### src/rtl/life_mode_sequencer.sv
// Mode sequencer for the Game-of-Life system memory: runs one LOAD, RUN or DUMP
// host command at a time and drives the mutually exclusive memory mode strobes.
module life_mode_sequencer #(
  parameter int DATA_SIZE = 64,
  parameter int GEN_WIDTH = 16
) (
  input  logic                 clk,
  input  logic                 reset,
  input  logic                 cmd_valid,
  output logic                 cmd_ready,
  input  logic [1:0]           cmd_op,
  input  logic [GEN_WIDTH-1:0] cmd_gens,
  input  logic                 serial_valid,
  input  logic                 run_tick,
  input  logic                 abort,
  output logic                 load_mode,
  output logic                 run_mode,
  output logic                 output_mode,
  output logic                 serial_out_valid,
  output logic                 busy,
  output logic                 done,
  output logic [GEN_WIDTH-1:0] gen_count
);

  localparam int BIT_W = (DATA_SIZE > 1) ? $clog2(DATA_SIZE) : 1;
  localparam logic [BIT_W-1:0] LAST_BIT = BIT_W'(DATA_SIZE - 1);

  localparam logic [1:0] OP_LOAD = 2'b01;
  localparam logic [1:0] OP_RUN  = 2'b10;
  localparam logic [1:0] OP_DUMP = 2'b11;

  typedef enum logic [1:0] {S_IDLE, S_LOAD, S_RUN, S_DUMP} state_t;

  state_t               state_q, state_d;
  logic [BIT_W-1:0]     bit_cnt_q, bit_cnt_d;
  logic [GEN_WIDTH-1:0] gen_count_q, gen_count_d;
  logic [GEN_WIDTH-1:0] gens_q, gens_d;
  logic                 done_q, done_d;
  logic                 sov_q;
  logic [GEN_WIDTH-1:0] gen_next;

  assign gen_next = gen_count_q + GEN_WIDTH'(1);

  always_comb begin
    state_d     = state_q;
    bit_cnt_d   = bit_cnt_q;
    gen_count_d = gen_count_q;
    gens_d      = gens_q;
    done_d      = 1'b0;
    load_mode   = (state_q == S_LOAD) && serial_valid && !abort;
    run_mode    = (state_q == S_RUN) && run_tick && !abort;
    output_mode = (state_q == S_DUMP) && !abort;

    case (state_q)
      S_IDLE: begin
        bit_cnt_d = '0;
        if (cmd_valid) begin
          case (cmd_op)
            OP_LOAD: state_d = S_LOAD;
            OP_RUN: begin
              state_d     = S_RUN;
              gen_count_d = '0;
              gens_d      = cmd_gens;
            end
            OP_DUMP: state_d = S_DUMP;
            default: state_d = S_IDLE;
          endcase
        end
      end
      S_LOAD: begin
        if (abort) begin
          state_d   = S_IDLE;
          bit_cnt_d = '0;
        end else if (load_mode) begin
          if (bit_cnt_q == LAST_BIT) begin
            state_d   = S_IDLE;
            bit_cnt_d = '0;
            done_d    = 1'b1;
          end else begin
            bit_cnt_d = bit_cnt_q + BIT_W'(1);
          end
        end
      end
      S_RUN: begin
        // gens_q == 0 is free-run: only abort leaves, and gen_count wraps.
        if (abort) begin
          state_d = S_IDLE;
        end else if (run_mode) begin
          gen_count_d = gen_next;
          if ((gens_q != '0) && (gen_next == gens_q)) begin
            state_d = S_IDLE;
            done_d  = 1'b1;
          end
        end
      end
      S_DUMP: begin
        if (abort) begin
          state_d   = S_IDLE;
          bit_cnt_d = '0;
        end else if (bit_cnt_q == LAST_BIT) begin
          state_d   = S_IDLE;
          bit_cnt_d = '0;
          done_d    = 1'b1;
        end else begin
          bit_cnt_d = bit_cnt_q + BIT_W'(1);
        end
      end
      default: state_d = S_IDLE;
    endcase
  end

  always_ff @(posedge clk or posedge reset) begin
    if (reset) begin
      state_q     <= S_IDLE;
      bit_cnt_q   <= '0;
      gen_count_q <= '0;
      gens_q      <= '0;
      done_q      <= 1'b0;
      sov_q       <= 1'b0;
    end else begin
      state_q     <= state_d;
      bit_cnt_q   <= bit_cnt_d;
      gen_count_q <= gen_count_d;
      gens_q      <= gens_d;
      done_q      <= done_d;
      // Memory serial_out is registered, so its valid flag lags output_mode by one cycle.
      sov_q       <= output_mode;
    end
  end

  assign cmd_ready        = (state_q == S_IDLE);
  assign busy             = (state_q != S_IDLE);
  assign done             = done_q;
  assign serial_out_valid = sov_q;
  assign gen_count        = gen_count_q;

endmodule

### config.mk
export PLATFORM = sky130hd
export DESIGN_NAME = life_mode_sequencer
export DESIGN_NICKNAME = d
export VERILOG_FILES = /design/src/rtl/life_mode_sequencer.sv
export SDC_FILE = /design/constraint.sdc
export NUM_CORES = 1
export LEC_CHECK = 0
export CORE_MARGIN = 4
export CORE_UTILIZATION = 47
export CTS_BUF_LIST = sky130_fd_sc_hd__clkbuf_16
export CTS_CLUSTER_SIZE = 24
export DETAILED_ROUTE_END_ITERATION = 16
export PLACE_DENSITY_LB_ADDON = 0.2
export SYNTH_ARGS = -nofsm -noshare
export SYNTH_HDL_FRONTEND = slang
export SYNTH_SLANG_ARGS = --single-unit
### constraint.sdc
create_clock -name clk -period 2.2 [get_ports clk]
set_input_delay 0.22 -clock clk [delete_from_list [all_inputs] [get_ports clk]]
set_output_delay 0.22 -clock clk [all_outputs]
set_load 0.1 [all_outputs]
==> flow_metrics.tcl <==
set metrics [dict create \
    outcome "finished, final reports clean" \
    tns_ns 0 \
    wl_per_cell_um 16.1 \
    seqCellArea_um2 1080 \
    slew_headroom 0.509 \
    clk_path_buf_depth 2 \
    crit_family "compound AO/OA/AOI/OAI gates" \
    drive_gt1_frac 0.265 \
    cts.sinks 42 \
    rows 26 \
    cp-end-kind "flop" \
    grt_pass1_wl_um 10200 \
    worst_slew_pin_slew_ns 0.736 \
    routed_wl_um 6120 \
    worstPathCellList "ha_4 > nand3_2 > o31a_1 > or3_1 > a22oi_2 > nand3_1 > o21a_1" \
    ys_async_sr_fraction 1.00 \
    cts_tree "built" \
    yosysUniqueCellTypes 52 \
    crit_fanout 8 \
    cp_num_buf_inv 0 \
    required_ns 2.38 \
    drc 0 \
    drt_iter0_drc 128 \
    hold_class "in -> async" \
    cts_made_buffers 5 \
    io_buffer_count 46 \
    postPlaceCellArea_um2 3070 \
    layout_min_cycle_time_ns 2.04 \
    post-route-util 0.637 \
    postLayoutCellArea_um2 3230 \
    clock.fmax_ghz 0.490 \
    ys_warn_count 0 \
    layout.nets 335 \
    maxSlewViolCount 0 \
    vias_per_cell 5.72 \
    drtAntennaViolNets 0 \
    grt_usage 0.206 \
    core_area_um2 5070 \
    syn_area_um2 2460 \
    antenna_found_initial 0 \
    multi_input_area_um2 1340 \
    start_util 0.484 \
    synth_edf_count 0 \
    die_h_um 80.3 \
    synth-main-ff-cell "dfrtp_1" \
    overflow 0 \
    grt_max_degree 19 \
    areaGrowthSynthToFinish_pct 31.6 \
    hold_viol 0 \
    fin_crit_sh 0.927 \
    skew_ns 0.00673 \
    syn_area_per_cell_um2 9.57 \
    dieWidth_um 80.3 \
    hold_buffers 0 \
    critPathArrivalTime_ns 2.22 \
    fill_cells 436 \
    clkLatencyLatePin_ns 0.28 \
    clk_pin_slew_ns 0.06 \
    post_cts_buffers 0 \
    slowest_delay_ns 0.47 \
    p_per_area_nw_per_um2 914 \
    setup_viol 0 \
    p_leak_nw 1.33 \
    grt_pass1_vias 2092 \
    dpl_worst_slack_ns 0.174 \
    cp.depth 7 \
    critPathSlowestCell "dfrtp_4" \
    root_buffer "clkbuf_16" \
    hpwlAfterDp_um 4650 \
    path_class "reg -> reg" \
    cts_resized 0 \
    syn-num-nets 283 \
    rsz0062_at_grt "no" \
    n_antenna_cell 0 \
    regToRegStartpoint "gen_count[0]" \
    ys_ff_latch 42 \
    crit_end "state_q[1]" \
    timing.rr.end "state_q[1]" \
    htreeDepth 2 \
    routabilityCongestion 0.869 \
    r2r_slack_ns 0.16 \
    drv_cap 0 \
    irDropWorstVdd_uv 561 \
    reg2reg_depth 7 \
    ys_seq_area_frac 0.427 \
    via_count 2173 \
    drtPass1Iterations 4 \
    syn_inst 257 \
    startpoint "gen_count[0]" \
    fin_ws_ns 0.160 \
    critPathLaunchType "flop" \
    die_area_um2 6450 \
    io_pins 47 \
]
## stage by stage
stage	power [mW]	hold WS [ns]	cells
finish	2.95	0.358	380
CTS	2.97	0.390	380
global placement	2.12	0.509	372
floorplan	1.86	0.337	257
global route	3.10	0.426	380
detailed placement	2.14	0.530	372
## per-layer routing
layer / vias to the layer above / track usage / routed length, um
li1: 1044 / - / -
met1: 1038 / 0.278 / 2740
met2: 80 / 0.320 / 2860
met3: 11 / 0.0404 / 393
met4: 0 / 0.0878 / 125
met5: - / 0 / 0
## cells by family after synthesis
family,synth area share
xor+xnor,0.0855
flops,0.427
mux,0.0733
compound gates,0.166
simple gates,0.203
fa+ha+maj,0.0102
buf+inv,0.0351
## state kept, by name (all words and copies together) (netlist names)
name / flops
bit_cnt_q: 6
gens_q: 16
state_q: 2
serial_out_valid: 1
done: 1
gen_count: 16
## power breakdown
group          internal, mW  switching [mW]
sequential            0.931           0.209
clock                 0.531           0.295
combinational         0.437           0.551
## how the worst min path moves through the flow
stage	endpoint	depth (start not counted)	slack, ns	start
after floorplan	gens_q[2]	2	0.34	cmd_gens[2]
after global placement	bit_cnt_q[2]	1	0.51	bit_cnt_q[2]
after detailed placement	bit_cnt_q[4]	1	0.53	bit_cnt_q[4]
after CTS	gen_count[2]	2	0.39	reset
after global routing	gen_count[5]	2	0.43	reset
final	gen_count[5]	2	0.36	reset
## synthesized netlist by cell type, types with 4 or more instances
cell       n  area share
a21oi_1    9       0.018
a31oi_1    5       0.013
buf_2      5       0.010
clkbuf_1   5      0.0076
dfrtp_1   42        0.43
inv_1      7       0.011
mux2_2    16       0.073
nand2_1   19       0.029
nand3_1   15       0.031
nand4_1    4       0.010
nor2_1    15       0.023
nor3b_1    4       0.012
nor4_1     7       0.018
o21ai_0   25       0.051
o22ai_1    4       0.010
o31ai_1    6       0.018
xnor2_1   13       0.046
xor2_1    11       0.039
## placed cells by master, fill, tap and decap left out, types with 5 or more instances in the layout
cell / netlist / routed
inv_1: 7 / 7
o21ai_0: 25 / 25
dfrtp_2: 0 / 8
mux2_2: 16 / 16
a21oi_1: 9 / 9
xor2_1: 11 / 11
o31ai_1: 6 / 6
a31oi_1: 5 / 5
dfrtp_1: 42 / 30
nor4_1: 7 / 7
buf_4: 0 / 30
nor2_1: 15 / 15
nand3_1: 15 / 14
clkdlybuf4s50_1: 0 / 23
nand2_1: 19 / 19
xnor2_1: 13 / 13
clkbuf_16: 0 / 5
## worst register-to-register path: cells and delay by family (launching register included)
family,cells,cell delay (ns)
adder cells (fa/ha/maj),1,0.18
AND/OR/NAND/NOR,3,0.58
AO/OA/AOI/OAI,3,0.70
flip-flops,1,0.47
## final cells by class
class,count,area share
clock inverters,3,0.0124
multi-input cells,196,0.415
flip-flops and latches,42,0.333
inverters,7,0.00812
clock buffers,5,0.0387
repair buffers,57,0.166
well taps,70,0.0271
No activity file was read; power rests on OpenSTA's default activity.
